File: config.mk
export PLATFORM = sky130hd
export DESIGN_NAME = addsub_seq
export DESIGN_NICKNAME = d
export VERILOG_FILES = /design/src/rtl/addsub_seq.sv
export SDC_FILE = /design/constraint.sdc
export NUM_CORES = 1
export LEC_CHECK = 0
export ABC_AREA = 1
export BUFFER_PORTS_ARGS = -buffer_cell sky130_fd_sc_hd__buf_4
export CAP_MARGIN = 40
export CORE_ASPECT_RATIO = 1.75
export CORE_MARGIN = 2
export CORE_UTILIZATION = 39
export CTS_CLUSTER_SIZE = 30
export DETAILED_ROUTE_END_ITERATION = 10
export PLACE_DENSITY = 0.58
export SLEW_MARGIN = 20
export SYNTH_ARGS = -nofsm -noshare
export SYNTH_HDL_FRONTEND = slang
export SYNTH_SLANG_ARGS = --single-unit
File: constraint.sdc
create_clock -name clk -period 2 [get_ports clk]
set_clock_uncertainty 0.15 [all_clocks]
set_input_delay 0.4 -clock clk [delete_from_list [all_inputs] [get_ports clk]]
set_output_delay 0.4 -clock clk [all_outputs]
set_load 0.02 [all_outputs]
File: src/rtl/addsub_seq.sv
// Digit-serial unsigned add/subtract. The subtract result is returned as sign plus magnitude.
// A first pass computes a + ~b + 1. A second pass takes the two's complement when the answer is negative.
module addsub_seq #(
   parameter int WIDTH = 8,
   parameter int DIGIT = 1
) (
   input  logic             clk,
   input  logic             rst_n,
   input  logic             in_valid,
   output logic             in_ready,
   input  logic [WIDTH-1:0] a,
   input  logic [WIDTH-1:0] b,
   input  logic             sub,
   output logic             out_valid,
   input  logic             out_ready,
   output logic [WIDTH-1:0] result,
   output logic             sign,
   output logic             carry
);

   localparam int NDIG = WIDTH / DIGIT;
   localparam int CW   = (NDIG > 1) ? $clog2(NDIG) : 1;

   typedef enum logic [1:0] {IDLE, ADD, NEG, DONE} state_t;

   state_t           state;
   logic [WIDTH-1:0] a_sh, b_sh, sum;
   logic [CW-1:0]    cnt;
   logic             cy, sub_q;

   logic [DIGIT:0]   add_dig, neg_dig;
   logic [WIDTH-1:0] add_next, neg_next;
   logic             last;

   // Each new digit enters sum at the top while sum shifts right.
   // After NDIG steps the word is back in bit order.
   // The NEG pass reuses the same rotation and reads the low digit of sum.
   always_comb begin
      add_dig  = {1'b0, a_sh[DIGIT-1:0]}
               + {1'b0, b_sh[DIGIT-1:0] ^ {DIGIT{sub_q}}}
               + {{DIGIT{1'b0}}, cy};
      neg_dig  = {1'b0, ~sum[DIGIT-1:0]} + {{DIGIT{1'b0}}, cy};
      add_next = (sum >> DIGIT) | (WIDTH'(add_dig[DIGIT-1:0]) << (WIDTH - DIGIT));
      neg_next = (sum >> DIGIT) | (WIDTH'(neg_dig[DIGIT-1:0]) << (WIDTH - DIGIT));
      last     = (cnt == CW'(NDIG - 1));
   end

   always_ff @(posedge clk or negedge rst_n) begin
      if (!rst_n) begin
         state     <= IDLE;
         in_ready  <= 1'b1;
         out_valid <= 1'b0;
         result    <= '0;
         sign      <= 1'b0;
         carry     <= 1'b0;
         a_sh      <= '0;
         b_sh      <= '0;
         sum       <= '0;
         cnt       <= '0;
         cy        <= 1'b0;
         sub_q     <= 1'b0;
      end else begin
         case (state)
            IDLE: begin
               if (in_valid) begin
                  a_sh     <= a;
                  b_sh     <= b;
                  sub_q    <= sub;
                  cy       <= sub;
                  cnt      <= '0;
                  in_ready <= 1'b0;
                  state    <= ADD;
               end
            end
            ADD: begin
               a_sh <= a_sh >> DIGIT;
               b_sh <= b_sh >> DIGIT;
               sum  <= add_next;
               cy   <= add_dig[DIGIT];
               cnt  <= cnt + 1'b1;
               if (last) begin
                  carry <= add_dig[DIGIT];
                  cnt   <= '0;
                  // No carry out of a subtract means a < b, so the magnitude still has to be negated.
                  if (sub_q && !add_dig[DIGIT]) begin
                     cy    <= 1'b1;
                     state <= NEG;
                  end else begin
                     result    <= add_next;
                     sign      <= 1'b0;
                     out_valid <= 1'b1;
                     state     <= DONE;
                  end
               end
            end
            NEG: begin
               sum <= neg_next;
               cy  <= neg_dig[DIGIT];
               cnt <= cnt + 1'b1;
               if (last) begin
                  cnt       <= '0;
                  result    <= neg_next;
                  sign      <= 1'b1;
                  out_valid <= 1'b1;
                  state     <= DONE;
               end
            end
            DONE: begin
               if (out_ready) begin
                  out_valid <= 1'b0;
                  in_ready  <= 1'b1;
                  state     <= IDLE;
               end
            end
            default: state <= IDLE;
         endcase
      end
   end

endmodule

==> impl_metrics.tcl <==
set metrics [dict create \
    status "finished, final reports clean" \
    hold_violations 0 \
    clk_latency_ns 0.29 \
    drtAntennaViolNets 0 \
    start_util 0.405 \
    synth.area.top_cells "dfrtp_1 (49%), nand2_1 (11%), o21ai_0 (10%)" \
    syn_inst 252 \
    die_w_um 60.1 \
    fin_crit_sh 0.944 \
    tightest_slew_ns 0.536 \
    max_freq_mhz 530 \
    synth-warning-count 0 \
    grt_pass1_wl_um 6780 \
    maxSlewViolCount 0 \
    coreArea_mm2 0.00530 \
    ios 33 \
    finalSetupViolCount 0 \
    hold_class "input pin to flop" \
    cts_max_level 2 \
    area_growth_syn_to_layout_pct 19.3 \
    synthDistinctLibCells 26 \
    gp_congestion 0.846 \
    synth.top_cell.area_share 0.489 \
    cp_slowest_stage_delay_ns 0.44 \
    viasPerCell 4.62 \
    rows 35 \
    worstPathMaxFanout 5 \
    num_vias 1673 \
    yosysTopAreaCell "dfrtp_1" \
    stdcell_count 362 \
    dieArea_mm2 0.00614 \
    grt_use_total 0.147 \
    clock_path_buffers 2 \
    numCtsBuffers 5 \
    numPortBuffers 32 \
    worstPathArrival_ns 1.92 \
    relSlewSlack 0.643 \
    cp-start-kind "flop" \
    synth.yosys.seq_area_share 0.501 \
    endpoint_kind "flop" \
    worstPathCellList "xnor2_1 > fa_1 > nand3_1 > nand2_1 > o21bai_1 > nand2_1" \
    cts_root_buf "clkbuf_8" \
    die-height_um 102 \
    grt_max_degree 44 \
    overflow 0 \
    cellLeakagePower_nw 1.28 \
    grt_pass1_vias 1556 \
    worst-setup-path-type "flop to flop" \
    vdd.ir_drop.worst_v 0.000688 \
    netlist_area_mm2 0.00215 \
    powerDensity_mw_per_mm2 1590 \
    rsz0062_at_grt "false" \
    ys_dominant_reg_cell "dfrtp_1" \
    first_iter_violations 52 \
    critPathMostFrequentCell "nand2_1" \
    cpMaxStageDelayCell "dfrtp_1" \
    drtPass1Iterations 4 \
    cp.required_ns 2.03 \
    cts_setup_buffers 0 \
    clk_pin_slew_ns 0.08 \
    antenna-diode-count 0 \
    synthArstFlopShare 1.00 \
    drv_cap 0 \
    drc_errors 0 \
    p_total_mw 4.07 \
    tritoncts "built" \
    clock-sinks 43 \
    period_needed_ns 1.89 \
    finalSetupTns_ns 0 \
    synth_edf_count 0 \
    synth_seq_cells 43 \
    synth_nets 282 \
    drive_above_1_share 0.205 \
    dp.cells 352 \
    place_hpwl_um 2960 \
    antenna_found_initial 0 \
    wire_per_inst_um 11.4 \
    nNetsFinal 317 \
    synth.most_common_cell "nand2_1" \
    drt_wl_total_um 4110 \
    syn_avg_cell_area_um2 8.53 \
    ys_top_cells_by_count "nand2_1 (65), o21ai_0 (45), dfrtp_1 (42), inv_1 (40)" \
]
-- cells in the final DEF (no fill, tap or decap), types with 5 or more instances in the layout --
cell	n
ha_1	8
nor2_1	8
dfrtp_1	42
o21ai_2	10
buf_4	35
o21ai_0	45
nand2_1	65
clkbuf_8	5
nand3_1	10
inv_1	40
-- cell families (layout without fill, tap and decap cells) --
| logic type | after synthesis | in the layout | synth area share |
|---|---|---|---|
| buffers and inverters | 51 | 86 | 0.107 |
| xor gates and xnor gates | 1 | 1 | 0.00408 |
| AOI/OAI and AO/OA | 62 | 62 | 0.167 |
| and+or+nand+nor | 86 | 87 | 0.165 |
| adders and majority gates | 9 | 9 | 0.0559 |
| DFF | 43 | 43 | 0.501 |
-- power breakdown --
part	leakage, nW	switching, mW	total (mW)	internal [mW]
combinational	0.694	1.30	2.09	0.785
clock	0.0412	0.295	0.539	0.244
sequential	0.546	0.182	1.45	1.26
total	1.28	1.78	4.07	2.29
-- registers in the layout (all words and copies together), names as in the netlist --
signal,count
carry,1
sub_q,1
sum,8
state,2
result,8
out_valid,1
cy,1
sign,1
a_sh,8
b_sh,8
cnt,3
in_ready,1
-- path summary, 6_finish.rpt --
check / depth (start not counted) / to / slack (ns) / startpoint
max in group asynchronous: 2 / in_ready$_DFFE_PN1P_ / 0.84 / rst_n
hold reg to reg: 2 / result[4]$_DFFE_PN0P_ / 0.34 / result[4]$_DFFE_PN0P_
hold / removal: 3 / b_sh[7]$_DFFE_PN0P_ / 0.20 / b[7]
setup / recovery: 6 / out_valid$_DFFE_PN0P_ / 0.11 / sub_q$_DFFE_PN0P_
min in group asynchronous: 2 / a_sh[3]$_DFFE_PN0P_ / 0.48 / rst_n
setup reg to reg: 6 / out_valid$_DFFE_PN0P_ / 0.11 / sub_q$_DFFE_PN0P_
-- timing repair --
action / 4_1_cts / 5_1_grt
endpoints found under the setup margin: 0 / 9
hold endpoints to repair: 42 / 0
hold buffers: 1 / 0
gates resized for setup: 0 / 1
-- through the flow --
stage                     hold WS [ns]  setup slack [ns]  instance area, um^2   util
after floorplan                -0.0456             0.221                 2150      -
after global placement           0.282             0.160                 2450  0.462
after detailed placement         0.282             0.104                 2450  0.462
after CTS                        0.194             0.102                 2540  0.480
after global routing             0.202           0.00719                 2560  0.484
final                            0.198             0.113                 2560  0.484
-- routing by layer --
| metal | up-vias | wire length, um | global-route usage |
|---|---|---|---|
| met5 | - | 0 | 0 |
| met3 | 7 | 161 | 0.0304 |
| li1 | 869 | - | - |
| met4 | 0 | 99 | 0.0718 |
| met2 | 30 | 2120 | 0.252 |
| met1 | 767 | 1730 | 0.170 |
-- final cells by class --
| cell class | count | area (um^2) |
|---|---|---|
| clock buffers | 6 | 72.6 |
| flip-flops and latches | 43 | 1080 |
| inverters | 41 | 156 |
| fillers | 549 | 2740 |
| clock inverters | 2 | 12.5 |
| well taps | 74 | 92.6 |
| multi-input cells | 159 | 858 |
| repair buffers | 37 | 293 |
-- worst max-delay path, delay by kind of cell (launching register included) --
family	cells	cell delay, ns
compound gates	1	0.16
xor+xnor	1	0.16
fa+ha+maj	1	0.43
flops	1	0.44
simple gates	3	0.44
No activity file was read; power rests on OpenSTA's default activity.
